File: config.mk
export PLATFORM = sky130hd
export DESIGN_NAME = pe_os_mac_flat
export DESIGN_NICKNAME = d
export VERILOG_FILES = /design/src/rtl/pe_pkg.sv /design/src/rtl/pe_os_mac_if.sv /design/src/rtl/pe_mult_stage.sv /design/src/rtl/pe_os_mac.sv /design/src/flat_wrapper.sv
export SDC_FILE = /design/constraint.sdc
export NUM_CORES = 1
export LEC_CHECK = 0
export CELL_PAD_IN_SITES_DETAIL_PLACEMENT = 2
export CELL_PAD_IN_SITES_GLOBAL_PLACEMENT = 2
export CORE_MARGIN = 8
export CORE_UTILIZATION = 35
export CTS_CLUSTER_SIZE = 16
export DETAILED_ROUTE_END_ITERATION = 10
export GPL_TIMING_DRIVEN = 0
export HOLD_SLACK_MARGIN = 0.05
export PLACE_DENSITY = 0.92
export SETUP_SLACK_MARGIN = 0.3
export SLEW_MARGIN = 20
export SYNTH_ARGS = -nofsm -noshare
export SYNTH_HDL_FRONTEND = slang
export SYNTH_SLANG_ARGS = --single-unit
File: constraint.sdc
create_clock -name clk_i -period 7.8 [get_ports clk_i]
set_input_delay 1.56 -clock clk_i [delete_from_list [all_inputs] [get_ports clk_i]]
set_output_delay 1.56 -clock clk_i [all_outputs]
set_load 0.02 [all_outputs]
File: src/rtl/pe_pkg.sv
// pe_pkg: shared width defaults, stage-1 control bits and saturation bounds for pe_os_mac.
package pe_pkg;
   localparam int OPERAND_WIDTH_DEF    = 8;
   localparam int ACCUMULATE_WIDTH_DEF = 24;
   typedef struct packed {
      logic p_valid;
      logic p_last;
      logic p_signed;
   } s1_ctl_t;
   function automatic logic [63:0] sat_max(input int unsigned aw, input logic sgn);
      return sgn ? (64'd1 << (aw - 1)) - 64'd1 : (64'd1 << aw) - 64'd1;
   endfunction
   function automatic logic [63:0] sat_min(input int unsigned aw, input logic sgn);
      return sgn ? ~((64'd1 << (aw - 1)) - 64'd1) : 64'd0;
   endfunction
endpackage

File: src/rtl/pe_os_mac_if.sv
// pe_os_mac_if: operand forwarding and result-chain signals of one PE.
// PE_OS_MAC_SAT_EN adds the sticky sat_o flag.
interface pe_os_mac_if #(
   parameter int OPERAND_WIDTH    = pe_pkg::OPERAND_WIDTH_DEF,
   parameter int ACCUMULATE_WIDTH = pe_pkg::ACCUMULATE_WIDTH_DEF
);
   logic [OPERAND_WIDTH-1:0]    a_i, b_i, a_o, b_o;
   logic                        a_valid_i, a_last_i, signed_i, b_valid_i;
   logic                        a_valid_o, a_last_o, signed_o, b_valid_o;
   logic                        drain_i, c_valid_i, c_valid_o, res_pending_o, err_o;
   logic [ACCUMULATE_WIDTH-1:0] c_i, c_o;
`ifdef PE_OS_MAC_SAT_EN
   logic sat_o;
   modport master (
      output a_i, a_valid_i, a_last_i, signed_i, b_i, b_valid_i, drain_i, c_i, c_valid_i,
      input  a_o, a_valid_o, a_last_o, signed_o, b_o, b_valid_o, c_o, c_valid_o, res_pending_o, err_o, sat_o
   );
   modport slave (
      input  a_i, a_valid_i, a_last_i, signed_i, b_i, b_valid_i, drain_i, c_i, c_valid_i,
      output a_o, a_valid_o, a_last_o, signed_o, b_o, b_valid_o, c_o, c_valid_o, res_pending_o, err_o, sat_o
   );
`else
   modport master (
      output a_i, a_valid_i, a_last_i, signed_i, b_i, b_valid_i, drain_i, c_i, c_valid_i,
      input  a_o, a_valid_o, a_last_o, signed_o, b_o, b_valid_o, c_o, c_valid_o, res_pending_o, err_o
   );
   modport slave (
      input  a_i, a_valid_i, a_last_i, signed_i, b_i, b_valid_i, drain_i, c_i, c_valid_i,
      output a_o, a_valid_o, a_last_o, signed_o, b_o, b_valid_o, c_o, c_valid_o, res_pending_o, err_o
   );
`endif
endinterface

File: src/rtl/pe_mult_stage.sv
// pe_mult_stage: signed/unsigned operand multiplier with its stage-1 register.
module pe_mult_stage
   import pe_pkg::*;
#(
   parameter int OPERAND_WIDTH = OPERAND_WIDTH_DEF
) (
   input  logic                         clk_i,
   input  logic                         reset,
   input  logic [OPERAND_WIDTH-1:0]     a_i,
   input  logic [OPERAND_WIDTH-1:0]     b_i,
   input  logic                         a_valid_i,
   input  logic                         b_valid_i,
   input  logic                         a_last_i,
   input  logic                         signed_i,
   output logic [2*OPERAND_WIDTH-1:0]   p_o,
   output s1_ctl_t                      ctl_o
);
   localparam int OW = OPERAND_WIDTH;
   logic [2*OW-1:0] a_x, b_x, p_d, p_q;
   s1_ctl_t ctl_d, ctl_q;
   logic fire;
   // One multiplier serves both modes: the low 2*OW bits of the extended product are exact.
   always_comb begin
      fire  = a_valid_i & b_valid_i;
      a_x   = {{OW{signed_i & a_i[OW-1]}}, a_i};
      b_x   = {{OW{signed_i & b_i[OW-1]}}, b_i};
      p_d   = a_x * b_x;
      ctl_d = '{p_valid: fire, p_last: a_last_i & fire, p_signed: signed_i};
   end
   always_ff @(posedge clk_i) begin
      if (reset) begin
         p_q   <= '0;
         ctl_q <= '0;
      end else begin
         p_q   <= p_d;
         ctl_q <= ctl_d;
      end
   end
   assign p_o   = p_q;
   assign ctl_o = ctl_q;
endmodule

File: src/rtl/pe_os_mac.sv
// pe_os_mac: output-stationary MAC PE with double-buffered result drained down a C chain.
// Define PE_OS_MAC_SAT_EN for saturating accumulation and the sticky sat_o flag.
module pe_os_mac
   import pe_pkg::*;
#(
   parameter int OPERAND_WIDTH    = OPERAND_WIDTH_DEF,
   parameter int ACCUMULATE_WIDTH = ACCUMULATE_WIDTH_DEF
) (
   input logic        clk_i,
   input logic        reset,
   pe_os_mac_if.slave bus
);
   localparam int OW = OPERAND_WIDTH;
   localparam int AW = ACCUMULATE_WIDTH;
   localparam int FW = 2 * OW + 4;
   if (AW < 2 * OW) begin : g_width_chk
      $error("pe_os_mac: ACCUMULATE_WIDTH must be >= 2*OPERAND_WIDTH");
   end
   logic [2*OW-1:0] p;
   s1_ctl_t ctl;
   logic [FW-1:0] fwd_d, fwd_q;
   logic [AW-1:0] ext, base, nxt, acc_d, acc_q, res_d, res_q, c_d, c_q;
   logic first_d, first_q, pend_d, pend_q, err_d, err_q, cv_d, cv_q, latch;
`ifdef PE_OS_MAC_SAT_EN
   if (AW > 64) begin : g_sat_width_chk
      $error("pe_os_mac: saturation supports ACCUMULATE_WIDTH <= 64");
   end
   logic [AW:0] sum;
   logic ovf, sat_d, sat_q;
`endif
   pe_mult_stage #(.OPERAND_WIDTH(OW)) u_mult (
      .clk_i, .reset,
      .a_i(bus.a_i), .b_i(bus.b_i), .a_valid_i(bus.a_valid_i), .b_valid_i(bus.b_valid_i),
      .a_last_i(bus.a_last_i), .signed_i(bus.signed_i), .p_o(p), .ctl_o(ctl)
   );
   always_comb begin
      fwd_d = {bus.a_i, bus.a_valid_i, bus.a_last_i, bus.signed_i, bus.b_i, bus.b_valid_i};
      ext   = ctl.p_signed ? AW'($signed(p)) : AW'(p);
      base  = first_q ? '0 : acc_q;
`ifdef PE_OS_MAC_SAT_EN
      sum   = {1'b0, base} + {1'b0, ext};
      ovf   = ctl.p_signed ? (base[AW-1] == ext[AW-1]) && (sum[AW-1] != base[AW-1]) : sum[AW];
      nxt   = !ovf ? sum[AW-1:0] : !ctl.p_signed ? AW'(sat_max(AW, 1'b0)) :
              ext[AW-1] ? AW'(sat_min(AW, 1'b1)) : AW'(sat_max(AW, 1'b1));
      sat_d = sat_q | (ctl.p_valid & ovf);
`else
      nxt   = base + ext;
`endif
      latch   = ctl.p_valid & ctl.p_last;
      acc_d   = ctl.p_valid ? nxt : acc_q;
      first_d = ctl.p_valid ? ctl.p_last : first_q;
      res_d   = latch ? nxt : res_q;
      // Drain reads the old res/pending, so a result latched in the same edge stays pending.
      c_d     = !bus.drain_i ? c_q : pend_q ? res_q : bus.c_i;
      cv_d    = bus.drain_i & (pend_q | bus.c_valid_i);
      pend_d  = latch | (pend_q & ~bus.drain_i);
      err_d   = err_q | (latch & pend_q & ~bus.drain_i);
   end
   always_ff @(posedge clk_i) begin
      if (reset) begin
         fwd_q   <= '0;
         acc_q   <= '0;
         res_q   <= '0;
         c_q     <= '0;
         first_q <= 1'b1;
         pend_q  <= 1'b0;
         err_q   <= 1'b0;
         cv_q    <= 1'b0;
`ifdef PE_OS_MAC_SAT_EN
         sat_q   <= 1'b0;
`endif
      end else begin
         fwd_q   <= fwd_d;
         acc_q   <= acc_d;
         res_q   <= res_d;
         c_q     <= c_d;
         first_q <= first_d;
         pend_q  <= pend_d;
         err_q   <= err_d;
         cv_q    <= cv_d;
`ifdef PE_OS_MAC_SAT_EN
         sat_q   <= sat_d;
`endif
      end
   end
   assign {bus.a_o, bus.a_valid_o, bus.a_last_o, bus.signed_o, bus.b_o, bus.b_valid_o} = fwd_q;
   assign bus.c_o           = c_q;
   assign bus.c_valid_o     = cv_q;
   assign bus.res_pending_o = pend_q;
   assign bus.err_o         = err_q;
`ifdef PE_OS_MAC_SAT_EN
   assign bus.sat_o         = sat_q;
`endif
endmodule
File: src/flat_wrapper.sv
// flat-port wrapper written by rule: the top's interface ports become plain ports
module pe_os_mac_flat import pe_pkg::*;
#(
   parameter int OPERAND_WIDTH    = OPERAND_WIDTH_DEF,
   parameter int ACCUMULATE_WIDTH = ACCUMULATE_WIDTH_DEF
)
  (clk_i, reset, bus_a_i, bus_a_valid_i, bus_a_last_i, bus_signed_i, bus_b_i, bus_b_valid_i, bus_drain_i, bus_c_i, bus_c_valid_i, bus_a_o, bus_a_valid_o, bus_a_last_o, bus_signed_o, bus_b_o, bus_b_valid_o, bus_c_o, bus_c_valid_o, bus_res_pending_o, bus_err_o);
  pe_os_mac_if #(.OPERAND_WIDTH(OPERAND_WIDTH), .ACCUMULATE_WIDTH(ACCUMULATE_WIDTH)) bus_i ();
  input logic clk_i;
  input logic reset;
  input wire logic [$bits(bus_i.a_i)-1:0] bus_a_i;
  input wire logic [$bits(bus_i.a_valid_i)-1:0] bus_a_valid_i;
  input wire logic [$bits(bus_i.a_last_i)-1:0] bus_a_last_i;
  input wire logic [$bits(bus_i.signed_i)-1:0] bus_signed_i;
  input wire logic [$bits(bus_i.b_i)-1:0] bus_b_i;
  input wire logic [$bits(bus_i.b_valid_i)-1:0] bus_b_valid_i;
  input wire logic [$bits(bus_i.drain_i)-1:0] bus_drain_i;
  input wire logic [$bits(bus_i.c_i)-1:0] bus_c_i;
  input wire logic [$bits(bus_i.c_valid_i)-1:0] bus_c_valid_i;
  output wire logic [$bits(bus_i.a_o)-1:0] bus_a_o;
  output wire logic [$bits(bus_i.a_valid_o)-1:0] bus_a_valid_o;
  output wire logic [$bits(bus_i.a_last_o)-1:0] bus_a_last_o;
  output wire logic [$bits(bus_i.signed_o)-1:0] bus_signed_o;
  output wire logic [$bits(bus_i.b_o)-1:0] bus_b_o;
  output wire logic [$bits(bus_i.b_valid_o)-1:0] bus_b_valid_o;
  output wire logic [$bits(bus_i.c_o)-1:0] bus_c_o;
  output wire logic [$bits(bus_i.c_valid_o)-1:0] bus_c_valid_o;
  output wire logic [$bits(bus_i.res_pending_o)-1:0] bus_res_pending_o;
  output wire logic [$bits(bus_i.err_o)-1:0] bus_err_o;
  assign bus_i.a_i = bus_a_i;
  assign bus_i.a_valid_i = bus_a_valid_i;
  assign bus_i.a_last_i = bus_a_last_i;
  assign bus_i.signed_i = bus_signed_i;
  assign bus_i.b_i = bus_b_i;
  assign bus_i.b_valid_i = bus_b_valid_i;
  assign bus_i.drain_i = bus_drain_i;
  assign bus_i.c_i = bus_c_i;
  assign bus_i.c_valid_i = bus_c_valid_i;
  assign bus_a_o = bus_i.a_o;
  assign bus_a_valid_o = bus_i.a_valid_o;
  assign bus_a_last_o = bus_i.a_last_o;
  assign bus_signed_o = bus_i.signed_o;
  assign bus_b_o = bus_i.b_o;
  assign bus_b_valid_o = bus_i.b_valid_o;
  assign bus_c_o = bus_i.c_o;
  assign bus_c_valid_o = bus_i.c_valid_o;
  assign bus_res_pending_o = bus_i.res_pending_o;
  assign bus_err_o = bus_i.err_o;
  pe_os_mac #(.OPERAND_WIDTH(OPERAND_WIDTH), .ACCUMULATE_WIDTH(ACCUMULATE_WIDTH)) u_core (.clk_i(clk_i), .reset(reset), .bus(bus_i));
endmodule
Word-level counts from Yosys, hierarchy flattened
Cells that the tools add are included.

operators by class
  $add $sub $neg = 1
  $mul = 1
  divide/modulo/power cells = 0
  magnitude comparators = 0
  eq/ne operators = 0
  shift-type cells = 0
  multiplexer cells = 3
  bitwise gates (word level) = 13
  reductions and logical operators = 0

operator list
  cell                                          number
  24-bit 2-to-1 mux                             3
  24-bit adder                                  1
  9-bit by 9-bit multiplier with 16-bit output  1
  1-bit AND                                     9
  1-bit OR                                      3
  1-bit inverter                                1

word-level totals
  register bits after elaboration = 115
  latch bits = 0
  RAM bits = 0
  bits in read-only memories = 0
  memories = 0

Longest topological paths before layout
Gate-level depths: netlist of run 1.

  word-level depth = 4
  mapped depth = 20

Hierarchy
A second synthesis of run 1 with hierarchy kept.

second synthesis, totals
  cell total of the unflattened synthesis = 957
  area, all modules = 8389.3 µm²

by module, submodules not included
  module         instances  cells an instance  area each (µm²)  seq. area each (µm²)
  pe_os_mac      1          588                5107.4           1921.8
  pe_mult_stage  1          369                3281.9           380.4

Worst setup path after synthesis of run 1
Ideal clock, no wire load.

  kind = in2reg
  start point = input port bus_signed_i
  end point = register u_core.u_mult.p_q[15] (netlist: u_core.u_mult.p_o[15])
  setup time = 0.132 ns
  arrival time = 6.198 ns
  required time = 7.668 ns
  setup slack = 1.470 ns
  cell stages on the path = 18
  cells stage by stage = clkbuf_1 > nand2_1 > or2_2 > fa_1 > fa_1 > inv_1 > fa_1 > fa_1 > inv_1 > fa_1 > inv_1 > ha_1 > o21a_1 > o21ai_0 > a21oi_1 > or4_1 > a21oi_1 > nor3b_1

between the ends
  longest elaborated chain between the ends = 2
  elaborated cells between the ends (all ways) = 3
  those cells by class = mul (1); bitwise (2)

ends and longest elaborated chain
  what                                            line                                      RTL
  start: declaration                              flat_wrapper.sv:14                        input wire logic [$bits(bus_i.signed_i)-1:0] bus_signed_i;
  1-bit AND, on equally long branches             pe_mult_stage.sv:25, pe_mult_stage.sv:26
  9-bit by 9-bit multiplier with 16-bit output *  pe_mult_stage.sv:27                       p_d = a_x * b_x;
  end signal: assignment                          pe_mult_stage.sv:35                       p_q <= p_d;
  end: declaration                                pe_mult_stage.sv:19                       logic [2*OW-1:0] a_x, b_x, p_d, p_q;

Every way passes the cells marked *; elsewhere a longest branch is shown, timed or not.
A chain may end at the register's enable or synchronous reset.

Final worst setup path of run 1
  start point = input port bus_b_i[7]
  end point = register u_core.u_mult.p_q[15] (netlist: u_core.u_mult.p_o[15])

between the ends
  longest elaborated chain between the ends = 2

ends and longest elaborated chain
  what                                            line                 RTL
  start: declaration                              flat_wrapper.sv:15   input wire logic [$bits(bus_i.b_i)-1:0] bus_b_i;
  1-bit AND                                       pe_mult_stage.sv:26  b_x = {{OW{signed_i & b_i[OW-1]}}, b_i};
  9-bit by 9-bit multiplier with 16-bit output *  pe_mult_stage.sv:27

Marked as above.

==> results of run 1 <==
cell families after synthesis:
group / synth area share
compound gates: 0.123
buf+inv: 0.0679
flops: 0.289
simple gates: 0.191
fa+ha+maj: 0.251
xor+xnor: 0.0333
mux: 0.0456
worst max-delay path: stages:
cell and delay, ns:
clkdlybuf4s50_1 0.50, clkbuf_1 0.38, nand2_1 0.33, or2_2 0.38, fa_1 0.47, fa_1 0.51, inv_1 0.06, fa_1 0.46
fa_1 0.55, inv_1 0.06, fa_1 0.53, inv_1 0.04, ha_1 0.31, o21a_1 0.14, o21ai_0 0.22, a21oi_1 0.16
or4_1 0.53, nand3_1 0.10, nor3b_1 0.23
flip-flops by register name, summed over array words and instances, names as in the netlist:
signal	count
u_core.acc_q	24
u_core.first_q	1
u_core.bus.c_o	24
u_core.fwd_q	20
u_core.bus.c_valid_o	1
u_core.bus.res_pending_o	1
u_core.res_q	24
u_core.bus.err_o	1
u_core.u_mult.p_o	16
u_core.u_mult.ctl_o	2
area by class of cell:
type,instances,area [um2]
well taps,285,357
flip-flops and latches,114,2280
clock buffers,18,439
inverters,86,323
clock inverters,14,154
repair buffers,80,801
plain buffers,48,214
fillers,2423,12800
multi-input cells,623,5080
power groups by stage:
| stage | Combinational, mW | Clock, mW | Sequential (mW) |
|---|---|---|---|
| final | 1.06 | 0.805 | 0.659 |
| after global routing | 1.19 | 0.839 | 0.664 |
| after CTS | 1.08 | 0.821 | 0.659 |
| after detailed placement | 1.04 | 0 | 0.670 |
| after global placement | 0.938 | 0 | 0.667 |
| after floorplan | 0.709 | 0 | 0.680 |
path summary, 6_finish.rpt:
| kind | startpoint | endpoint | slack (ns) | depth (start not counted) |
|---|---|---|---|---|
| worst min register to register | u_core.res_q[6]$_SDFFE_PP0P_ | u_core.res_q[6]$_SDFFE_PP0P_ | 0.46 | 2 |
| worst min-delay path | u_core.res_q[6]$_SDFFE_PP0P_ | u_core.res_q[6]$_SDFFE_PP0P_ | 0.46 | 2 |
| worst max-delay path | bus_b_i[7] | u_core.u_mult.p_o[15]$_SDFF_PP0_ | 0.61 | 19 |
| worst max register to register | u_core.first_q$_SDFFE_PP1P_ | u_core.acc_q[20]$_SDFFE_PP0P_ | 4.26 | 10 |
metal layers:
metal  routed length [um]  up-vias  GRT usage
met5                    0        -          0
met2                14100      135      0.375
li1                     -     3086          -
met4                  575        0     0.0689
met1                10900     3353      0.211
met3                 1020       47     0.0456
placed cells by master (no fill, tap or decap), types with 4 or more instances in the layout:
cell type,Yosys,layout
fa_1,64,64
nand2_1,71,71
a21oi_1,41,41
nand2b_1,6,6
a21o_1,11,11
xnor2_1,21,21
nor2b_1,51,51
inv_1,86,86
o21ai_0,14,14
clkbuf_1,41,41
clkbuf_16,0,17
and3_1,7,7
mux2i_1,36,36
nor2_1,73,73
nor3_1,11,11
a22o_1,8,8
and2_1,30,30
or2_2,7,7
xor2_1,9,9
nand3_1,13,13
nor3b_1,6,6
o21a_1,9,9
clkinv_4,0,4
ha_1,56,56
nand4b_1,5,5
dfxtp_1,114,114
clkdlybuf4s50_1,0,80
a211oi_1,31,31
through the flow:
step | hold slack [ns] | std cells
after floorplan | 0.434 | 871
after CTS | 0.464 | 1268
after global routing | 0.498 | 1268
final | 0.463 | 1268
after detailed placement | 0.455 | 1236
after global placement | 0.446 | 1236
==> impl_metrics.py, run 1 <==
metrics = {
    "clock_tree": {
        "cts_buffers": 17,
        "clkTransAtPathRegs_ns": 0.06,
        "ctsHoldBuffers": 0,
        "post_cts_buffers": 0,
        "cts_buffer_depth": 2,
        "clk-insertion-delay-late_ns": 0.44,
        "cts_tree": "built",
        "cts_htree_levels": 4,
        "cts_sinks": 114,
        "cts-root-buf": "clkbuf_16",
        "ctsResizeCount": 0,
    },
    "detailed_routing": {
        "routed_via_density": 5.22,
        "postRouteAntennaNets": 0,
        "detail_route.first_pass.iterations": 4,
        "routed_wl_um": 26700,
        "wire_per_inst_um": 21.0,
        "drc": 0,
        "drt_iter0_drc": 187,
        "vias": 6621,
    },
    "final_layout": {
        "fin_nets": 1138,
        "syn_to_final_growth_pct": 22.2,
        "final_util": 0.430,
        "layout-drive-gt1-share": 0.0580,
        "design_area_mm2": 0.00965,
        "num_antenna_cells": 0,
    },
    "grt": {
        "grt_pass1_vias": 7888,
        "grt_start_max_net_pins": 17,
        "grt_pass1_wl_um": 43200,
        "grtUsageTotal": 0.198,
        "antenna_found_initial": 0,
        "grt-ovfl-total": 0,
    },
    "power_and_ir_drop": {
        "p_comb_frac": 0.421,
        "peakVddDrop_uv": 168,
        "power_frac_clock": 0.319,
        "power_mw": 2.53,
        "p_switching_mw": 0.977,
        "power_leakage_nw": 4.11,
        "power.density_mw_per_mm2": 262,
        "p_sw_frac": 0.386,
        "seqPwrFrac": 0.261,
        "internal_power_mw": 1.55,
    },
    "sta": {
        "finalHoldViolCount": 0,
        "fmax_mhz": 139,
        "tightestPinTransition_ns": 0.840,
        "post-route-period-util": 0.922,
        "report.final.setup_viol": 0,
        "period_minus_slack_ns": 7.19,
        "fin_ws_ns": 0.607,
        "rsz0062_at_grt": "false",
        "slew_headroom": 0.440,
        "fin_worst_skew_ns": 0.0112,
        "fin_tns_setup_ns": 0,
        "finalMaxSlewViolations": 0,
    },
    "synth": {
        "ys_types": 60,
        "synth.cell_area_mm2": 0.00790,
        "yosysWarnings": 0,
        "yosysMostFrequentCell": "dfxtp_1",
        "synthTopCellsByArea": "dfxtp_1, fa_1, ha_1, mux2i_1, inv_1",
        "synth_area_per_cell_um2": 9.07,
        "ys.flop_type": "dfxtp_1",
        "yosys-top-cells-count": "dfxtp_1, inv_1, nor2_1",
        "synth_cells": 871,
        "ys_ff_latch": 114,
        "async_flop_share": 0,
        "synth_seq_area_share": 0.289,
        "synth-edff-count": 0,
        "synth_top_area_share": 0.289,
        "syn_nets": 1039,
        "yosys.area.top_type": "dfxtp_1",
    },
    "place": {
        "place_congestion": 0.792,
        "dp_hpwl_um": 20600,
        "io_buffers": 80,
        "place_area_mm2": 0.00906,
        "pre_cts_ws_ns": 0.164,
    },
    "die": {
        "initial_core_util": 0.352,
        "rows": 55,
        "dieArea_mm2": 0.0276,
        "die_h_um": 166,
        "core-area_mm2": 0.0224,
        "die_w_um": 166,
        "ios": 95,
    },
    "run": {
        "drv_cap": 0,
    },
    "hold_path": {
        "hold_path.class": "flip-flop to flip-flop",
    },
    "outcome": {
        "status": "finished clean",
    },
    "critical_path": {
        "cp-start-kind": "input pin",
        "worstSetupEndpointType": "flip-flop",
        "worstPathRequired_ns": 8.13,
        "critPathArrivalTime_ns": 7.52,
        "path_max_fanout": 10,
        "critPathKind": "input pin to flip-flop",
    },
}
Power figures use the tool's default switching activity.
==> run 2, diff against run 1 <==
- CORE_MARGIN: 8 -> not set
==> run 2 against run 1 <==
  * The flow now finishes with violations (DRC)
  * Combinational power hardly changed
  * Non-clock buffer count is the same
  * Final cell count fell by 0.39%
  * Critical path depth is the same
  * Fmax grew 1.4%
==> impl_metrics.py, run 2 (synthesis gave the netlist of run 1 again) <==
metrics = {
    "place": {
        "io_buffers": 80,
        "pre_cts_ws_ns": 0.0550,
        "place_congestion": 0.837,
        "dp_hpwl_um": 19800,
    },
    "detailed_routing": {
        "routed_wl_um": 26600,
        "drt_iter0_drc": 174,
        "wire_per_inst_um": 21.1,
        "drc": 12,
        "vias": 6622,
        "detail_route.first_pass.iterations": 7,
        "routed_via_density": 5.24,
        "postRouteAntennaNets": 0,
    },
    "final_layout": {
        "fin_nets": 1138,
        "layout-drive-gt1-share": 0.0590,
        "fillers": 2410,
        "layout_commonest_cell": "dfxtp_1",
        "final_util": 0.439,
        "num_antenna_cells": 0,
        "final_cell_mix": "dfxtp_1, inv_1, clkdlybuf4s50_1",
        "syn_to_final_growth_pct": 21.9,
    },
    "die": {
        "initial_core_util": 0.360,
        "core-area_mm2": 0.0220,
        "dieArea_mm2": 0.0232,
        "rows": 54,
        "ios": 95,
        "die_h_um": 152,
        "die_w_um": 152,
    },
    "clock_tree": {
        "clk-insertion-delay-late_ns": 0.43,
        "cts-root-buf": "clkbuf_16",
        "cts_buffer_depth": 2,
        "cts_buffers": 17,
        "cts_sinks": 114,
        "cts_tree": "built",
        "clkTransAtPathRegs_ns": 0.06,
        "cts_htree_levels": 4,
    },
    "critical_path": {
        "worstSetupEndpointType": "flip-flop",
        "rr_startpoint": "u_core.first_q$_SDFFE_PP1P_",
        "critPathLaunch": "bus_b_i[7]",
        "path_max_fanout": 10,
        "critPathArrivalTime_ns": 7.37,
        "critPathKind": "input pin to flip-flop",
        "worstPathRequired_ns": 8.08,
        "cp-start-kind": "input pin",
    },
    "power_and_ir_drop": {
        "power.density_mw_per_mm2": 258,
        "power_leakage_nw": 4.10,
        "peakVddDrop_uv": 171,
        "power_mw": 2.49,
    },
    "outcome": {
        "status": "finished with violations",
        "violations": "DRC",
    },
    "hold_path": {
        "min_from": "u_core.res_q[6]$_SDFFE_PP0P_",
        "hold_path.class": "flip-flop to flip-flop",
    },
    "grt": {
        "grt_pass1_vias": 7811,
        "grt-ovfl-total": 0,
        "grtUsageTotal": 0.242,
        "antenna_found_initial": 0,
        "grt_pass1_wl_um": 43400,
        "grt_start_max_net_pins": 17,
    },
    "sta": {
        "fin_ws_ns": 0.707,
        "slew_headroom": 0.418,
        "report.final.setup_viol": 0,
        "whs_ns": 0.470,
        "fin_worst_skew_ns": 0.0113,
        "finalMaxSlewViolations": 0,
        "rsz0062_at_grt": "false",
        "tightestPinTransition_ns": 0.873,
        "fmax_mhz": 141,
        "post-route-period-util": 0.909,
        "fin_tns_setup_ns": 0,
        "period_minus_slack_ns": 7.09,
        "finalHoldViolCount": 0,
    },
    "run": {
        "drv_cap": 0,
    },
}
==> run 2: cell types whose count changed in the layout (fill, tap and decap cells not counted), sizes merged <==
cell | previous run | this run
clkinv | 6 | 4
clkbuf | 60 | 59
inv | 89 | 93
bufinv | 2 | 1
==> run 2: worst max-delay path, stage by stage <==
cell and delay (ns):
clkdlybuf4s50_1 0.51, clkbuf_2 0.26, nand2_1 0.28, or2_2 0.42, fa_1 0.49, fa_1 0.51, inv_1 0.06, fa_1 0.47
fa_1 0.55, inv_1 0.06, fa_1 0.53, inv_1 0.04, ha_1 0.31, o21a_1 0.12, o21ai_0 0.23, a21oi_1 0.16
or4_1 0.55, a21oi_1 0.18, nor3b_1 0.07
==> run 2: where the power goes <==
group	total (mW)	switching (mW)	internal (mW)	leakage (nW)
clock network	0.780	0.332	0.447	0.275
registers	0.659	0.0244	0.635	0.936
logic	1.05	0.617	0.431	2.89
total	2.49	0.974	1.51	4.10
==> run 2: worst paths after layout <==
kind,endpoint,slack (ns),depth (start not counted)
worst max register to register,u_core.acc_q[20]$_SDFFE_PP0P_,4.23,10
worst min register to register,u_core.res_q[6]$_SDFFE_PP0P_,0.47,2
worst min-delay path,u_core.res_q[6]$_SDFFE_PP0P_,0.47,2
worst max-delay path,u_core.u_mult.p_o[15]$_SDFF_PP0_,0.71,19
==> run 2: area by class of cell <==
class / instances / area [um2] / area share
Clock buffer: 17 / 425 / 0.0442
Tap cell: 280 / 350 / 0.0364
Inverter: 86 / 323 / 0.0335
Multi-Input combinational cell: 623 / 5080 / 0.528
Timing Repair Buffer: 80 / 801 / 0.0832
Clock inverter: 15 / 150 / 0.0156
Sequential cell: 114 / 2280 / 0.237
Buffer: 48 / 215 / 0.0223
==> run 2: metrics by stage <==
stage / instances / cell area (um2)
after floorplan: 871 / 7900
after global placement: 1231 / 9050
after detailed placement: 1231 / 9050
after CTS: 1263 / 9630
after global routing: 1263 / 9630
final: 1263 / 9630
==> run 2: routing by layer <==
| layer | vias up | GRT usage | wire length [um] |
|---|---|---|---|
| met5 | - | 0 | 0 |
| met4 | 0 | 0.0845 | 618 |
| met3 | 46 | 0.0395 | 820 |
| met2 | 149 | 0.471 | 14500 |
| met1 | 3341 | 0.263 | 10700 |
| li1 | 3086 | - | - |
==> run 2: timing repair <==
item / CTS / global route
gates resized for setup: 0 / 2
hold buffers: 0 / 0
hold endpoints to repair: 0 / 0
setup endpoints to repair: 0 / 1
setup buffers: 0 / 0
